File: config.mk
export PLATFORM = sky130hd
export DESIGN_NAME = vram_bus_arbiter
export DESIGN_NICKNAME = d
export VERILOG_FILES = /design/src/rtl/vram_bus_arbiter.sv
export SDC_FILE = /design/constraint.sdc
export NUM_CORES = 1
export LEC_CHECK = 0
export BUFFER_PORTS_ARGS = -buffer_cell sky130_fd_sc_hd__buf_2
export CORE_MARGIN = 2
export CORE_UTILIZATION = 46
export DETAILED_ROUTE_END_ITERATION = 7
export PLACE_DENSITY = 0.78
export SYNTH_ARGS = -nofsm -noshare
export SYNTH_HDL_FRONTEND = slang
export SYNTH_SLANG_ARGS = --single-unit
File: constraint.sdc
create_clock -name clk_sys -period 2.2 [get_ports clk_sys]
set_input_delay 0.44 -clock clk_sys [delete_from_list [all_inputs] [get_ports clk_sys]]
set_output_delay 0.44 -clock clk_sys [all_outputs]
set_load 0.005 [all_outputs]
File: src/rtl/vram_bus_arbiter.sv
// vram_bus_arbiter
// Shares one word-wide RAM port between video scan-out, the disk DMA engine
// and the CPU. One transaction runs at a time, IDLE -> ISSUE -> WAIT -> DONE.
// The WAIT phase lasts MEM_LAT cycles.
// Video always wins. DMA beats the CPU until CPU_STARVE consecutive DMA
// grants have been made while the CPU was waiting; the CPU is then forced.
// Build macro ARB_WAIT_STATS_EN adds the cpu_wait_cnt statistic. Without it,
// cpu_wait_cnt is tied to zero.
//
// state  | meaning
// IDLE   | arbitrate, latch the winner's request, set grant
// ISSUE  | one-cycle mem_rd / mem_we strobe
// WAIT   | count down memory latency, capture read data on the last cycle
// DONE   | one-cycle ack to the owner, grant still shown

module vram_bus_arbiter #(
  parameter int AW         = 24,
  parameter int DW         = 16,
  parameter int MEM_LAT    = 2,
  parameter int CPU_STARVE = 8
) (
  input  logic              clk_sys,
  input  logic              reset,
  input  logic              vid_req,
  input  logic [AW-1:0]     vid_addr,
  output logic [DW-1:0]     vid_dout,
  output logic              vid_ack,
  input  logic              dma_req,
  input  logic              dma_we,
  input  logic [AW-1:0]     dma_addr,
  input  logic [DW-1:0]     dma_din,
  output logic [DW-1:0]     dma_dout,
  output logic              dma_ack,
  input  logic              cpu_req,
  input  logic              cpu_we,
  input  logic [DW/8-1:0]   cpu_be,
  input  logic [AW-1:0]     cpu_addr,
  input  logic [DW-1:0]     cpu_din,
  output logic [DW-1:0]     cpu_dout,
  output logic              cpu_ack,
  output logic [AW-1:0]     mem_addr,
  output logic [DW-1:0]     mem_din,
  output logic [DW/8-1:0]   mem_be,
  output logic              mem_rd,
  output logic              mem_we,
  input  logic [DW-1:0]     mem_dout,
  output logic [1:0]        grant,
  output logic [15:0]       cpu_wait_cnt
);

  localparam int BW = DW / 8;
  localparam int SW = $clog2(CPU_STARVE + 1);
  localparam logic [SW-1:0] STARVE_MAX = SW'(CPU_STARVE);
  localparam logic [2:0]    LAT_INIT   = 3'(MEM_LAT);

  localparam logic [1:0] G_NONE = 2'd0;
  localparam logic [1:0] G_VID  = 2'd1;
  localparam logic [1:0] G_DMA  = 2'd2;
  localparam logic [1:0] G_CPU  = 2'd3;

  typedef enum logic [1:0] {
    S_IDLE  = 2'd0,
    S_ISSUE = 2'd1,
    S_WAIT  = 2'd2,
    S_DONE  = 2'd3
  } state_t;

  state_t          r_state;
  state_t          w_state_nxt;
  logic [2:0]      r_lat_cnt;
  logic [2:0]      w_lat_nxt;
  logic [1:0]      r_grant;
  logic [1:0]      w_grant_nxt;
  logic [SW-1:0]   r_starve;
  logic [SW-1:0]   w_starve_nxt;

  logic            r_mem_rd;
  logic            r_mem_we;
  logic            w_mem_rd_nxt;
  logic            w_mem_we_nxt;
  logic            r_vid_ack;
  logic            r_dma_ack;
  logic            r_cpu_ack;
  logic            w_vid_ack_nxt;
  logic            w_dma_ack_nxt;
  logic            w_cpu_ack_nxt;
  logic            w_load;
  logic            w_capture;

  logic [1:0]      w_sel;
  logic            w_sel_we;
  logic [AW-1:0]   w_sel_addr;
  logic [DW-1:0]   w_sel_din;
  logic [BW-1:0]   w_sel_be;

  logic            r_we;
  logic [AW-1:0]   r_addr;
  logic [DW-1:0]   r_din;
  logic [BW-1:0]   r_be;
  logic [DW-1:0]   r_vid_dout;
  logic [DW-1:0]   r_dma_dout;
  logic [DW-1:0]   r_cpu_dout;

  // Priority pick among the live requests and mux of the winner's request;
  // the byte enables are already reduced to what the memory should see.
  always_comb begin
    w_sel      = G_NONE;
    w_sel_we   = 1'b0;
    w_sel_addr = '0;
    w_sel_din  = '0;
    w_sel_be   = '0;
    if (vid_req)                                 w_sel = G_VID;
    else if (cpu_req && (r_starve == STARVE_MAX)) w_sel = G_CPU;
    else if (dma_req)                            w_sel = G_DMA;
    else if (cpu_req)                            w_sel = G_CPU;
    case (w_sel)
      G_VID: begin
        w_sel_addr = vid_addr;
      end
      G_DMA: begin
        w_sel_we   = dma_we;
        w_sel_addr = dma_addr;
        w_sel_din  = dma_din;
        w_sel_be   = dma_we ? {BW{1'b1}} : {BW{1'b0}};
      end
      G_CPU: begin
        w_sel_we   = cpu_we;
        w_sel_addr = cpu_addr;
        w_sel_din  = cpu_din;
        w_sel_be   = cpu_we ? cpu_be : {BW{1'b0}};
      end
      default: ;
    endcase
  end

  // Next-state, strobe, ack and starvation-counter logic.
  always_comb begin
    w_state_nxt   = r_state;
    w_lat_nxt     = r_lat_cnt;
    w_grant_nxt   = r_grant;
    w_starve_nxt  = r_starve;
    w_mem_rd_nxt  = 1'b0;
    w_mem_we_nxt  = 1'b0;
    w_vid_ack_nxt = 1'b0;
    w_dma_ack_nxt = 1'b0;
    w_cpu_ack_nxt = 1'b0;
    w_load        = 1'b0;
    w_capture     = 1'b0;
    case (r_state)
      S_IDLE: begin
        w_grant_nxt = w_sel;
        if (w_sel != G_NONE) begin
          w_state_nxt  = S_ISSUE;
          w_load       = 1'b1;
          w_mem_rd_nxt = ~w_sel_we;
          w_mem_we_nxt = w_sel_we;
          if (w_sel == G_CPU) begin
            w_starve_nxt = '0;
          end else if (w_sel == G_DMA) begin
            if (!cpu_req)                   w_starve_nxt = '0;
            else if (r_starve != STARVE_MAX) w_starve_nxt = r_starve + SW'(1);
          end
        end
      end
      S_ISSUE: begin
        w_state_nxt = S_WAIT;
        w_lat_nxt   = LAT_INIT;
      end
      S_WAIT: begin
        w_lat_nxt = r_lat_cnt - 3'd1;
        if (r_lat_cnt == 3'd1) begin
          w_state_nxt   = S_DONE;
          w_capture     = 1'b1;
          w_vid_ack_nxt = (r_grant == G_VID);
          w_dma_ack_nxt = (r_grant == G_DMA);
          w_cpu_ack_nxt = (r_grant == G_CPU);
        end
      end
      S_DONE: begin
        w_state_nxt = S_IDLE;
        w_grant_nxt = G_NONE;
      end
      default: begin
        w_state_nxt = S_IDLE;
        w_grant_nxt = G_NONE;
      end
    endcase
  end

  // Control registers: state, counters, grant, strobes and acks.
  always_ff @(posedge clk_sys) begin
    if (reset) begin
      r_state   <= S_IDLE;
      r_lat_cnt <= '0;
      r_grant   <= G_NONE;
      r_starve  <= '0;
      r_mem_rd  <= 1'b0;
      r_mem_we  <= 1'b0;
      r_vid_ack <= 1'b0;
      r_dma_ack <= 1'b0;
      r_cpu_ack <= 1'b0;
    end else begin
      r_state   <= w_state_nxt;
      r_lat_cnt <= w_lat_nxt;
      r_grant   <= w_grant_nxt;
      r_starve  <= w_starve_nxt;
      r_mem_rd  <= w_mem_rd_nxt;
      r_mem_we  <= w_mem_we_nxt;
      r_vid_ack <= w_vid_ack_nxt;
      r_dma_ack <= w_dma_ack_nxt;
      r_cpu_ack <= w_cpu_ack_nxt;
    end
  end

  // Request latches and per-requester read data holding registers.
  always_ff @(posedge clk_sys) begin
    if (reset) begin
      r_we       <= 1'b0;
      r_addr     <= '0;
      r_din      <= '0;
      r_be       <= '0;
      r_vid_dout <= '0;
      r_dma_dout <= '0;
      r_cpu_dout <= '0;
    end else begin
      if (w_load) begin
        r_we   <= w_sel_we;
        r_addr <= w_sel_addr;
        r_din  <= w_sel_din;
        r_be   <= w_sel_be;
      end
      if (w_capture && !r_we) begin
        case (r_grant)
          G_VID:   r_vid_dout <= mem_dout;
          G_DMA:   r_dma_dout <= mem_dout;
          G_CPU:   r_cpu_dout <= mem_dout;
          default: ;
        endcase
      end
    end
  end

`ifdef ARB_WAIT_STATS_EN
  logic [15:0] r_cpu_wait_cnt;

  // Saturating count of cycles the CPU spends requesting without the port.
  always_ff @(posedge clk_sys) begin
    if (reset) begin
      r_cpu_wait_cnt <= '0;
    end else if (cpu_req && (r_grant != G_CPU) && (r_cpu_wait_cnt != 16'hFFFF)) begin
      r_cpu_wait_cnt <= r_cpu_wait_cnt + 16'd1;
    end
  end

  assign cpu_wait_cnt = r_cpu_wait_cnt;
`else
  assign cpu_wait_cnt = 16'h0000;
`endif

  assign vid_dout = r_vid_dout;
  assign dma_dout = r_dma_dout;
  assign cpu_dout = r_cpu_dout;
  assign vid_ack  = r_vid_ack;
  assign dma_ack  = r_dma_ack;
  assign cpu_ack  = r_cpu_ack;
  assign mem_addr = r_addr;
  assign mem_din  = r_din;
  assign mem_be   = r_be;
  assign mem_rd   = r_mem_rd;
  assign mem_we   = r_mem_we;
  assign grant    = r_grant;

endmodule
# Word-level counts from Yosys, hierarchy flattened
# Index checks and enable logic that the tools add are counted.
# classes
n_addsub	2
eq_ne	15
mux	23
bitwise	5
n_reduce_logical	15
# ops
operator	n
24-bit one-hot mux with 3 select lines	1
16-bit one-hot mux with 2 select lines	1
2-bit two-way mux	8
4-bit two-way mux	4
2-bit == test, second input constant	6
2-bit one-hot mux with 2 select lines	2
2-bit one-hot mux with 4 select lines	1
2-bit AND reduction	4
2-bit nonzero test	4
2-bit by 1-bit == test with 1-bit output, second input constant	3
3-bit one-hot mux with 2 select lines	1
3-bit OR reduction	2
1-bit inverter	5
4-bit by 1-bit adder with 4-bit output, second input constant	1
4-bit == test, second input constant	1
1-bit two-way mux	4
2-bit inequality test, second input constant	2
4-bit inequality test, second input constant	1
4-bit AND reduction	1
3-bit by 1-bit == test with 1-bit output, second input constant	1
3-bit by 1-bit inequality test with 1-bit output, second input constant	1
3-bit by 1-bit subtractor with 3-bit output, second input constant	1
1-bit logical AND	2
2-bit zero test	1
2 further kinds	2
# totals
ff_bits	107
in_bits	129
wordCells	76

# Depth between registers and ports, before layout
# Gate-level depths: netlist (run 1).
# logic_depth
ltp_word	7
depth_mapped	9

# Worst setup path after synthesis (run 1)
# Ideal clock, no wire load.
# synth_timing
path_type	reg-to-reg
start	register r_state[0]
end	register r_vid_dout[10] (netlist: vid_dout[10])
setup_time_ns	0.132
t_arrival_ns	1.599
setup_slack_ns	0.469
stages_incl_launch_ff	10
path_buffers	3
synth_period_minus_slack_ns	1.731
cell_sequence	dfxtp_1 > inv_1 > ha_1 > buf_2 > nand4b_1 > or3_1 > clkbuf_1 > buf_2 > nand2_1 > a21oi_1
# synth_via
elab_chain_cells	4
# synth_lines
element	line	source
start: declaration	68	state_t r_state;
start signal: assignment	203	r_state <= w_state_nxt;
2-bit == test	149	case (r_state)
1-bit two-way mux	149	
1-bit logical AND	232	if (w_capture && !r_we) begin
2-bit AND reduction (no line)	--	
end signal: assignment	234	G_VID: r_vid_dout <= mem_dout;
end: declaration	100	logic [DW-1:0] r_vid_dout;
# No other way between the ends.
# A chain may end at the register's enable or synchronous reset.

# Worst setup path in the final report (run 1)
# layout_timing
start	register r_state[0]
end	register r_dma_dout[8] (netlist: dma_dout[8])
# layout_via
elab_chain_cells	4
# layout_lines
element	line	source
2-bit == test	149	
1-bit two-way mux	149	
1-bit logical AND	232	
2-bit AND reduction (no line)	--	
end signal: assignment	235	G_DMA: r_dma_dout <= mem_dout;
end: declaration	101	logic [DW-1:0] r_dma_dout;
# No other way between the ends.

==> results of run 1 <==
==> cell usage after synthesis (all sizes together), types with 2 or more instances <==
master   instances  area, um^2
nand2          127         477
dfxtp          107        2140
a21oi           58         290
nor2            49         184
buf             46         322
a221oi          38         533
a211oi          27         215
nor3            19         155
clkbuf          16        60.1
inv              9        33.8
ha               8         100
a22oi            4        35.0
nand3b           4        42.5
o21ai            4        20.0
nand2b           3        18.8
or3              3        18.8
a21o             2        15.0
nand3            2        10.0
nand4b           2        17.5
nor2b            2        12.5
o2111ai          2        17.5
o211a            2        20.0
o41ai            2        17.5
==> metrics by stage <==
stage	instance area [um^2]	std cells	util (%)	hold WS, ns
after floorplan	4940	566	-	0.450
after global routing	6230	893	60.3	0.291
after detailed placement	6020	876	58.3	0.443
after global placement	6020	876	58.3	0.440
final	6230	893	60.3	0.311
after CTS	6230	892	60.3	0.295
==> cell type report <==
type | instances | area (um^2) | share of cell area, %
clock inverter | 7 | 85.1 | 1.37
multi-input combinational | 388 | 2400 | 38.5
clock buffer | 9 | 124 | 1.99
timing repair buffer | 236 | 1270 | 20.4
tap | 136 | 170 | 2.73
inverter | 9 | 33.8 | 0.542
antenna | 1 | 2.50 | 0.0402
sequential | 107 | 2140 | 34.4
==> registers in the layout, indices dropped and copies added, names as in the netlist <==
register / count
cpu_ack: 1
cpu_dout: 16
dma_ack: 1
dma_dout: 16
grant: 2
mem_addr: 24
mem_be: 2
mem_din: 16
mem_rd: 1
mem_we: 1
r_lat_cnt: 3
r_starve: 4
r_state: 2
r_we: 1
vid_ack: 1
vid_dout: 16
==> how the worst min path moves through the flow <==
stage / from / endpoint / slack, ns / cells past startpoint
after detailed placement: dma_dout[15] / dma_dout[15] / 0.44 / 2
after global routing: cpu_addr[1] / mem_addr[1] / 0.29 / 3
final: cpu_addr[4] / mem_addr[4] / 0.31 / 3
after global placement: cpu_dout[7] / cpu_dout[7] / 0.44 / 2
after CTS: cpu_addr[18] / mem_addr[18] / 0.29 / 3
after floorplan: r_lat_cnt[2] / r_lat_cnt[2] / 0.45 / 2
==> per-layer routing <==
metal / vias to the layer above / part of all wire [%] / global-route usage, %
li1: 2291 / - / -
met1: 2189 / 42 / 28.3
met2: 199 / 49 / 39.3
met3: 25 / 6.9 / 5.71
met4: 0 / 2.2 / 9.09
met5: - / 0 / 0
==> worst register-to-register path: stages (launching register included) <==
cell	delay (ns)
sky130_fd_sc_hd__dfxtp_1	0.34
sky130_fd_sc_hd__inv_1	0.10
sky130_fd_sc_hd__ha_1	0.31
sky130_fd_sc_hd__nand3b_1	0.20
sky130_fd_sc_hd__or3_1	0.62
sky130_fd_sc_hd__nand2_1	0.17
sky130_fd_sc_hd__a21oi_1	0.09
==> kinds of logic (layout without fill, tap and decap cells) <==
family                   after synthesis  count (layout)  synth area share, %
adder cells (fa/ha/maj)                8               8                 2.05
other                                  1              17               0.0767
flip-flops                           107             107                 43.8
buffers and inverters                 71             261                 8.50
AND/OR/NAND/NOR                      218             218                 20.2
multiplexers                           2               2                0.435
AO/OA/AOI/OAI                        144             144                 24.9
==> cell usage in the layout, fill, tap and decap left out, types with 5 or more instances in the layout <==
cell type / netlist / layout
sky130_fd_sc_hd__conb_1: 1 / 16
sky130_fd_sc_hd__buf_2: 17 / 224
sky130_fd_sc_hd__a221oi_1: 6 / 6
sky130_fd_sc_hd__a21oi_1: 58 / 58
sky130_fd_sc_hd__clkbuf_8: 0 / 9
sky130_fd_sc_hd__buf_12: 0 / 5
sky130_fd_sc_hd__a211oi_1: 26 / 26
sky130_fd_sc_hd__nor3_2: 12 / 12
sky130_fd_sc_hd__nand2_1: 127 / 127
sky130_fd_sc_hd__nor3_1: 7 / 7
sky130_fd_sc_hd__ha_1: 8 / 8
sky130_fd_sc_hd__inv_1: 7 / 7
sky130_fd_sc_hd__dfxtp_1: 107 / 107
sky130_fd_sc_hd__a221oi_2: 32 / 32
sky130_fd_sc_hd__buf_4: 20 / 7
sky130_fd_sc_hd__nor2_1: 49 / 49
==> where the power goes <==
group	internal (mW)	switching, mW	leakage (nW)
Sequential	2.26	0.200	0.873
Combinational	0.982	1.24	1.77
Clock	0.548	0.696	0.0999
==> impl_metrics.prom, run 1 <==
# TYPE chip_impl_metric gauge
chip_impl_metric{name="final_min_period_over_clock_period",unit="%"} 87.4
chip_impl_info{name="critPathCaptureType",value="register"} 1
chip_impl_metric{name="total_number_of_nets_in_the_final_design",unit=""} 888
chip_impl_info{name="criticalPathCategory",value="register to register"} 1
chip_impl_metric{name="cellLeakagePower",unit="nW"} 2.74
chip_impl_info{name="rsz0062_at_grt",value="false"} 1
chip_impl_metric{name="place.gp.congestion",unit=""} 0.895
chip_impl_metric{name="report.final.slew_viol_count",unit=""} 0
chip_impl_metric{name="area_delta_synth_final",unit="%"} 27.4
chip_impl_metric{name="globalRoute.totalOverflow",unit=""} 0
chip_impl_metric{name="max_cap_violations",unit=""} 0
chip_impl_metric{name="cts_max_path_buffers",unit=""} 2
chip_impl_metric{name="synth_cells",unit=""} 551
chip_impl_metric{name="place_hpwl",unit="mm"} 9.99
chip_impl_metric{name="detail-route-antenna-nets",unit=""} 0
chip_impl_metric{name="flip_flop_and_latch_count_after_synthesis",unit=""} 107
chip_impl_metric{name="route.detailed.wl_per_inst",unit="um"} 15.0
chip_impl_metric{name="slowest_delay",unit="ns"} 0.62
chip_impl_metric{name="antenna_found_initial",unit=""} 1
chip_impl_info{name="r2r-start",value="r_state[0]"} 1
chip_impl_metric{name="route.detailed.vias_per_inst",unit=""} 5.27
chip_impl_metric{name="cts.reportedPaths.clkPinSlew",unit="ns"} 0.10
chip_impl_metric{name="io_buffer_count",unit=""} 225
chip_impl_info{name="run_status",value="finished, final reports clean"} 1
chip_impl_metric{name="reg2reg_slack",unit="ns"} 0.28
chip_impl_metric{name="drcViolationCount",unit=""} 0
chip_impl_info{name="reg2reg_to",value="dma_dout[8]"} 1
chip_impl_metric{name="route.final.wire_length",unit="mm"} 13.4
chip_impl_metric{name="ys_seq_area_share",unit="%"} 43.8
chip_impl_metric{name="chipHeight",unit="um"} 107
chip_impl_metric{name="cp.arrival",unit="ns"} 2.18
chip_impl_metric{name="die_w",unit="um"} 107
chip_impl_metric{name="final.setup.tns",unit="ns"} 0
chip_impl_metric{name="worst_vdd_ir",unit="mV"} 0.748
chip_impl_metric{name="power.density",unit="mW/mm^2"} 953
chip_impl_metric{name="cp_num_cells",unit=""} 6
chip_impl_metric{name="drive_above_1_share",unit="%"} 40.5
chip_impl_metric{name="synth_warnings",unit=""} 0
chip_impl_metric{name="floorplan.initialDensity",unit="%"} 47.3
chip_impl_info{name="startpoint_type",value="register"} 1
chip_impl_metric{name="firstDrtPassIters",unit=""} 4
chip_impl_metric{name="place_ws",unit="ns"} 0.279
chip_impl_metric{name="final.fill_count",unit=""} 903
chip_impl_metric{name="core-area",unit="mm^2"} 0.0103
chip_impl_metric{name="rows",unit=""} 37
chip_impl_info{name="synth-main-ff-cell",value="sky130_fd_sc_hd__dfxtp_1"} 1
chip_impl_metric{name="clkLatencyLatePin",unit="ns"} 0.37
chip_impl_metric{name="post_cts_repair_timing_setup_buffer_count",unit=""} 0
chip_impl_metric{name="groute.usage.overall",unit="%"} 23.2
chip_impl_metric{name="vias_after_detailed_routing",unit=""} 4704
chip_impl_metric{name="wire_length_of_the_first_global_routing_pass",unit="mm"} 21.4
chip_impl_metric{name="synth_enable_flop_cells",unit=""} 0
chip_impl_metric{name="critPathMaxFanout",unit=""} 16
chip_impl_info{name="critical_path.cell_chain",value="inv_1 > ha_1 > nand3b_1 > or3_1 > nand2_1 > a21oi_1"} 1
chip_impl_metric{name="avgSynthCellArea",unit="um^2"} 8.87
chip_impl_info{name="min-delay-path-class",value="primary input to register"} 1
chip_impl_metric{name="floorplan.die_area",unit="mm^2"} 0.0115
chip_impl_metric{name="hold_viol",unit=""} 0
chip_impl_metric{name="ioPinCount",unit=""} 242
chip_impl_metric{name="starting_drc_count_in_detailed_routing",unit=""} 209
chip_impl_metric{name="timing.clock.skew",unit="ns"} 0.0158
chip_impl_metric{name="setup_violations",unit=""} 0
chip_impl_metric{name="finalWorstPathRequiredPeriod",unit="ns"} 1.92
chip_impl_metric{name="synth.lib_cells_used.distinct",unit=""} 47
chip_impl_info{name="worstSetupStartpoint",value="r_state[0]"} 1
chip_impl_metric{name="final_critical_path_setup_slack",unit="ns"} 0.277
chip_impl_info{name="cts-root-buf",value="sky130_fd_sc_hd__clkbuf_8"} 1
chip_impl_metric{name="crit_buf_inv",unit=""} 1
chip_impl_metric{name="post_layout_power",unit="mW"} 5.93
chip_impl_info{name="cpMaxStageDelayCell",value="sky130_fd_sc_hd__or3_1"} 1
chip_impl_metric{name="syn_std_cell_area",unit="mm^2"} 0.00489
chip_impl_info{name="critPathTopFamily",value="simple AND/OR/NAND/NOR gates"} 1
chip_impl_metric{name="numClockSinks",unit=""} 107
chip_impl_metric{name="ctsResizeCount",unit=""} 0
chip_impl_metric{name="ys_async_sr_fraction",unit="%"} 0
chip_impl_metric{name="worst-endpoint-required",unit="ns"} 2.45
chip_impl_metric{name="max_freq",unit="MHz"} 520
chip_impl_metric{name="slew_headroom",unit="%"} 53.5
chip_impl_info{name="critical_path.endpoint",value="dma_dout[8]"} 1
chip_impl_info{name="cts_tree",value="yes"} 1
chip_impl_metric{name="grt_start_max_net_pins",unit=""} 62
chip_impl_metric{name="hold_buffers",unit=""} 0
chip_impl_metric{name="cts.htree.levels",unit=""} 3
chip_impl_metric{name="worst_pin_slew",unit="ns"} 0.697
chip_impl_metric{name="number_of_global_route_vias_before_repair",unit=""} 4502
chip_impl_metric{name="worst_r2r_path_depth",unit=""} 6
chip_impl_metric{name="cts_bufs_inserted",unit=""} 9
Note: power is estimated with default switching activity, not from simulation.
==> inputs of run 2 (changes only) <==
--- a/config.mk
+++ b/config.mk
@@ -9,7 +9,7 @@
 export CORE_MARGIN = 2
 export CORE_UTILIZATION = 46
 export DETAILED_ROUTE_END_ITERATION = 7
-export PLACE_DENSITY = 0.78
+export PLACE_DENSITY = 0.89
 export SYNTH_ARGS = -nofsm -noshare
 export SYNTH_HDL_FRONTEND = slang
 export SYNTH_SLANG_ARGS = --single-unit
==> run 2 against run 1 <==
Clock skew is 0.0034 ns higher. Register-to-register slack got worse by 0.07 ns. Final area increased by 1.2%. Combinational power about the same. Highest routed layer unchanged. Utilization up 0.74 points. Non-clock buffer count is 10 higher. First-iteration DRC count increased by 22%.
==> impl_metrics.prom, run 2 (same netlist as run 1, synthesis figures left out) <==
# TYPE chip_impl_metric gauge
chip_impl_info{name="layout.cells.most_common_list",value="sky130_fd_sc_hd__buf_2, sky130_fd_sc_hd__nand2_1, sky130_fd_sc_hd__dfxtp_1, sky130_fd_sc_hd__a21oi_1, sky130_fd_sc_hd__nor2_1"} 1
chip_impl_metric{name="core-area",unit="mm^2"} 0.0103
chip_impl_metric{name="cellLeakagePower",unit="nW"} 2.80
chip_impl_metric{name="route.final.wire_length",unit="mm"} 13.8
chip_impl_metric{name="report.final.slew_viol_count",unit=""} 0
chip_impl_metric{name="cp.arrival",unit="ns"} 2.28
chip_impl_metric{name="io_buffer_count",unit=""} 225
chip_impl_info{name="criticalPathCategory",value="register to register"} 1
chip_impl_metric{name="power.clock.fraction",unit="%"} 21.3
chip_impl_metric{name="final_min_period_over_clock_period",unit="%"} 90.6
chip_impl_metric{name="route.detailed.vias_per_inst",unit=""} 5.31
chip_impl_metric{name="groute.usage.overall",unit="%"} 22.6
chip_impl_info{name="run_status",value="finished, final reports clean"} 1
chip_impl_metric{name="max_ffs_per_register",unit=""} 24
chip_impl_metric{name="slowest_delay",unit="ns"} 0.85
chip_impl_info{name="startpoint_type",value="register"} 1
chip_impl_info{name="cpMaxStageDelayCell",value="sky130_fd_sc_hd__a21boi_2"} 1
chip_impl_metric{name="max_freq",unit="MHz"} 502
chip_impl_metric{name="hold-worst-slack",unit="ns"} 0.292
chip_impl_metric{name="ctsResizeCount",unit=""} 0
chip_impl_metric{name="max_cap_violations",unit=""} 0
chip_impl_metric{name="cell_internal_pwr",unit="mW"} 3.84
chip_impl_metric{name="worst_pin_slew",unit="ns"} 1.03
chip_impl_info{name="min-delay-path-class",value="primary input to register"} 1
chip_impl_metric{name="ioPinCount",unit=""} 242
chip_impl_metric{name="starting_drc_count_in_detailed_routing",unit=""} 256
chip_impl_metric{name="net_switching_power_of_the_design",unit="mW"} 2.12
chip_impl_metric{name="cts_max_path_buffers",unit=""} 2
chip_impl_metric{name="place_inst",unit=""} 886
chip_impl_info{name="rsz0062_at_grt",value="false"} 1
chip_impl_metric{name="power.share.combinational",unit="%"} 37.3
chip_impl_info{name="final_common_cell",value="sky130_fd_sc_hd__buf_2"} 1
chip_impl_metric{name="power.density",unit="mW/mm^2"} 944
chip_impl_metric{name="sequentialPowerShare",unit="%"} 41.4
chip_impl_metric{name="worst_hold_path.num_cells",unit=""} 3
chip_impl_metric{name="chipHeight",unit="um"} 107
chip_impl_metric{name="number_of_global_route_vias_before_repair",unit=""} 4286
chip_impl_metric{name="worst-endpoint-required",unit="ns"} 2.49
chip_impl_metric{name="hold_buffers",unit=""} 0
chip_impl_metric{name="hold_viol",unit=""} 0
chip_impl_metric{name="vias_after_detailed_routing",unit=""} 4809
chip_impl_metric{name="drive_above_1_share",unit="%"} 41.3
chip_impl_info{name="worstHoldStart",value="cpu_addr[0]"} 1
chip_impl_metric{name="cts.reportedPaths.clkPinSlew",unit="ns"} 0.11
chip_impl_metric{name="grt_start_max_net_pins",unit=""} 41
chip_impl_metric{name="worst_r2r_path_depth",unit=""} 5
chip_impl_metric{name="post_layout_power",unit="mW"} 5.95
chip_impl_metric{name="stdcell_count",unit=""} 905
chip_impl_metric{name="clkLatencyLatePin",unit="ns"} 0.38
chip_impl_metric{name="cts_bufs_inserted",unit=""} 9
chip_impl_metric{name="wire_length_of_the_first_global_routing_pass",unit="mm"} 20.7
chip_impl_metric{name="slew_headroom",unit="%"} 31.0
chip_impl_info{name="cts_tree",value="yes"} 1
chip_impl_metric{name="antenna_found_initial",unit=""} 2
chip_impl_metric{name="firstDrtPassIters",unit=""} 5
chip_impl_metric{name="worst_vdd_ir",unit="mV"} 0.677
chip_impl_metric{name="power.share.switching",unit="%"} 35.5
chip_impl_info{name="critPathTopFamily",value="compound AO/OA/AOI/OAI gates"} 1
chip_impl_metric{name="layout.core_utilization",unit="%"} 61.1
chip_impl_metric{name="floorplan.initialDensity",unit="%"} 47.3
chip_impl_metric{name="cts.htree.levels",unit=""} 3
chip_impl_metric{name="route.detailed.wl_per_inst",unit="um"} 15.2
chip_impl_info{name="critPathCaptureType",value="register"} 1
chip_impl_info{name="critical_path.cell_chain",value="inv_1 > ha_1 > a21boi_2 > nor2_1 > a211oi_1"} 1
chip_impl_metric{name="numClockSinks",unit=""} 107
chip_impl_metric{name="place_hpwl",unit="mm"} 10.1
chip_impl_info{name="reg2reg_to",value="mem_addr[17]"} 1
chip_impl_metric{name="reg2reg_slack",unit="ns"} 0.21
chip_impl_info{name="hold-path-endpoint",value="mem_addr[0]"} 1
chip_impl_metric{name="place.gp.congestion",unit=""} 0.889
chip_impl_metric{name="critPathMaxFanout",unit=""} 20
chip_impl_metric{name="drcViolationCount",unit=""} 0
chip_impl_metric{name="globalRoute.totalOverflow",unit=""} 0
chip_impl_info{name="r2r-start",value="r_state[0]"} 1
chip_impl_metric{name="rows",unit=""} 37
chip_impl_metric{name="setup_violations",unit=""} 0
chip_impl_metric{name="area_delta_synth_final",unit="%"} 29.0
chip_impl_metric{name="post_cts_repair_timing_setup_buffer_count",unit=""} 0
chip_impl_metric{name="floorplan.die_area",unit="mm^2"} 0.0115
chip_impl_info{name="cts-root-buf",value="sky130_fd_sc_hd__clkbuf_8"} 1
chip_impl_metric{name="final.setup.tns",unit="ns"} 0
chip_impl_metric{name="die_w",unit="um"} 107
chip_impl_metric{name="crit_buf_inv",unit=""} 1
chip_impl_metric{name="finalWorstPathRequiredPeriod",unit="ns"} 1.99
chip_impl_metric{name="timing.clock.skew",unit="ns"} 0.0192
chip_impl_metric{name="detail-route-antenna-nets",unit=""} 0
chip_impl_metric{name="total_number_of_nets_in_the_final_design",unit=""} 899
-- run 2: power by group through the flow --
stage,clock network [mW],registers [mW],logic (mW)
after floorplan,0,2.51,1.40
after global placement,0,2.49,2.15
after detailed placement,0,2.50,2.19
after CTS,1.29,2.46,2.19
after global routing,1.37,2.50,2.45
final,1.27,2.46,2.22
-- run 2: worst max-delay path by stage --
stage	end	slack, ns	start	cells after the start
finish	mem_addr[17]	0.21	r_state[0]	5
global route	mem_addr[17]	0.09	r_state[0]	5
CTS	mem_addr[4]	0.20	r_state[0]	5
detailed placement	mem_addr[18]	0.17	cpu_req	5
global placement	mem_addr[5]	0.21	cpu_req	5
floorplan	vid_dout[10]	0.47	r_state[0]	9
-- run 2: tightest hold or removal path: stages --
cell	delay (ns)
sky130_fd_sc_hd__buf_2	0.09
sky130_fd_sc_hd__nand2_1	0.04
sky130_fd_sc_hd__a211oi_1	0.06
-- run 2: area by class of cell --
class / instances / area (um^2)
fillers: 892 / 4020
multi-input cells: 389 / 2410
flip-flops and latches: 107 / 2140
repair buffers: 246 / 1340
well taps: 136 / 170
clock buffers: 10 / 138
clock inverters: 6 / 71.3
inverters: 9 / 33.8
diodes: 2 / 5.00
-- run 2: routing by layer --
| metal | wire length, um | vias up | GRT usage (%) |
|---|---|---|---|
| li1 | - | 2318 | - |
| met1 | 5440 | 2227 | 25.7 |
| met2 | 6880 | 236 | 40.3 |
| met3 | 1080 | 28 | 5.59 |
| met4 | 357 | 0 | 9.00 |
| met5 | 0 | - | 0 |
-- run 2: stage by stage --
step | area (um^2) | worst slack [ns]
floorplan | 4940 | 0.469
global placement | 6080 | 0.209
detailed placement | 6080 | 0.172
CTS | 6290 | 0.200
global route | 6300 | 0.0917
finish | 6300 | 0.207
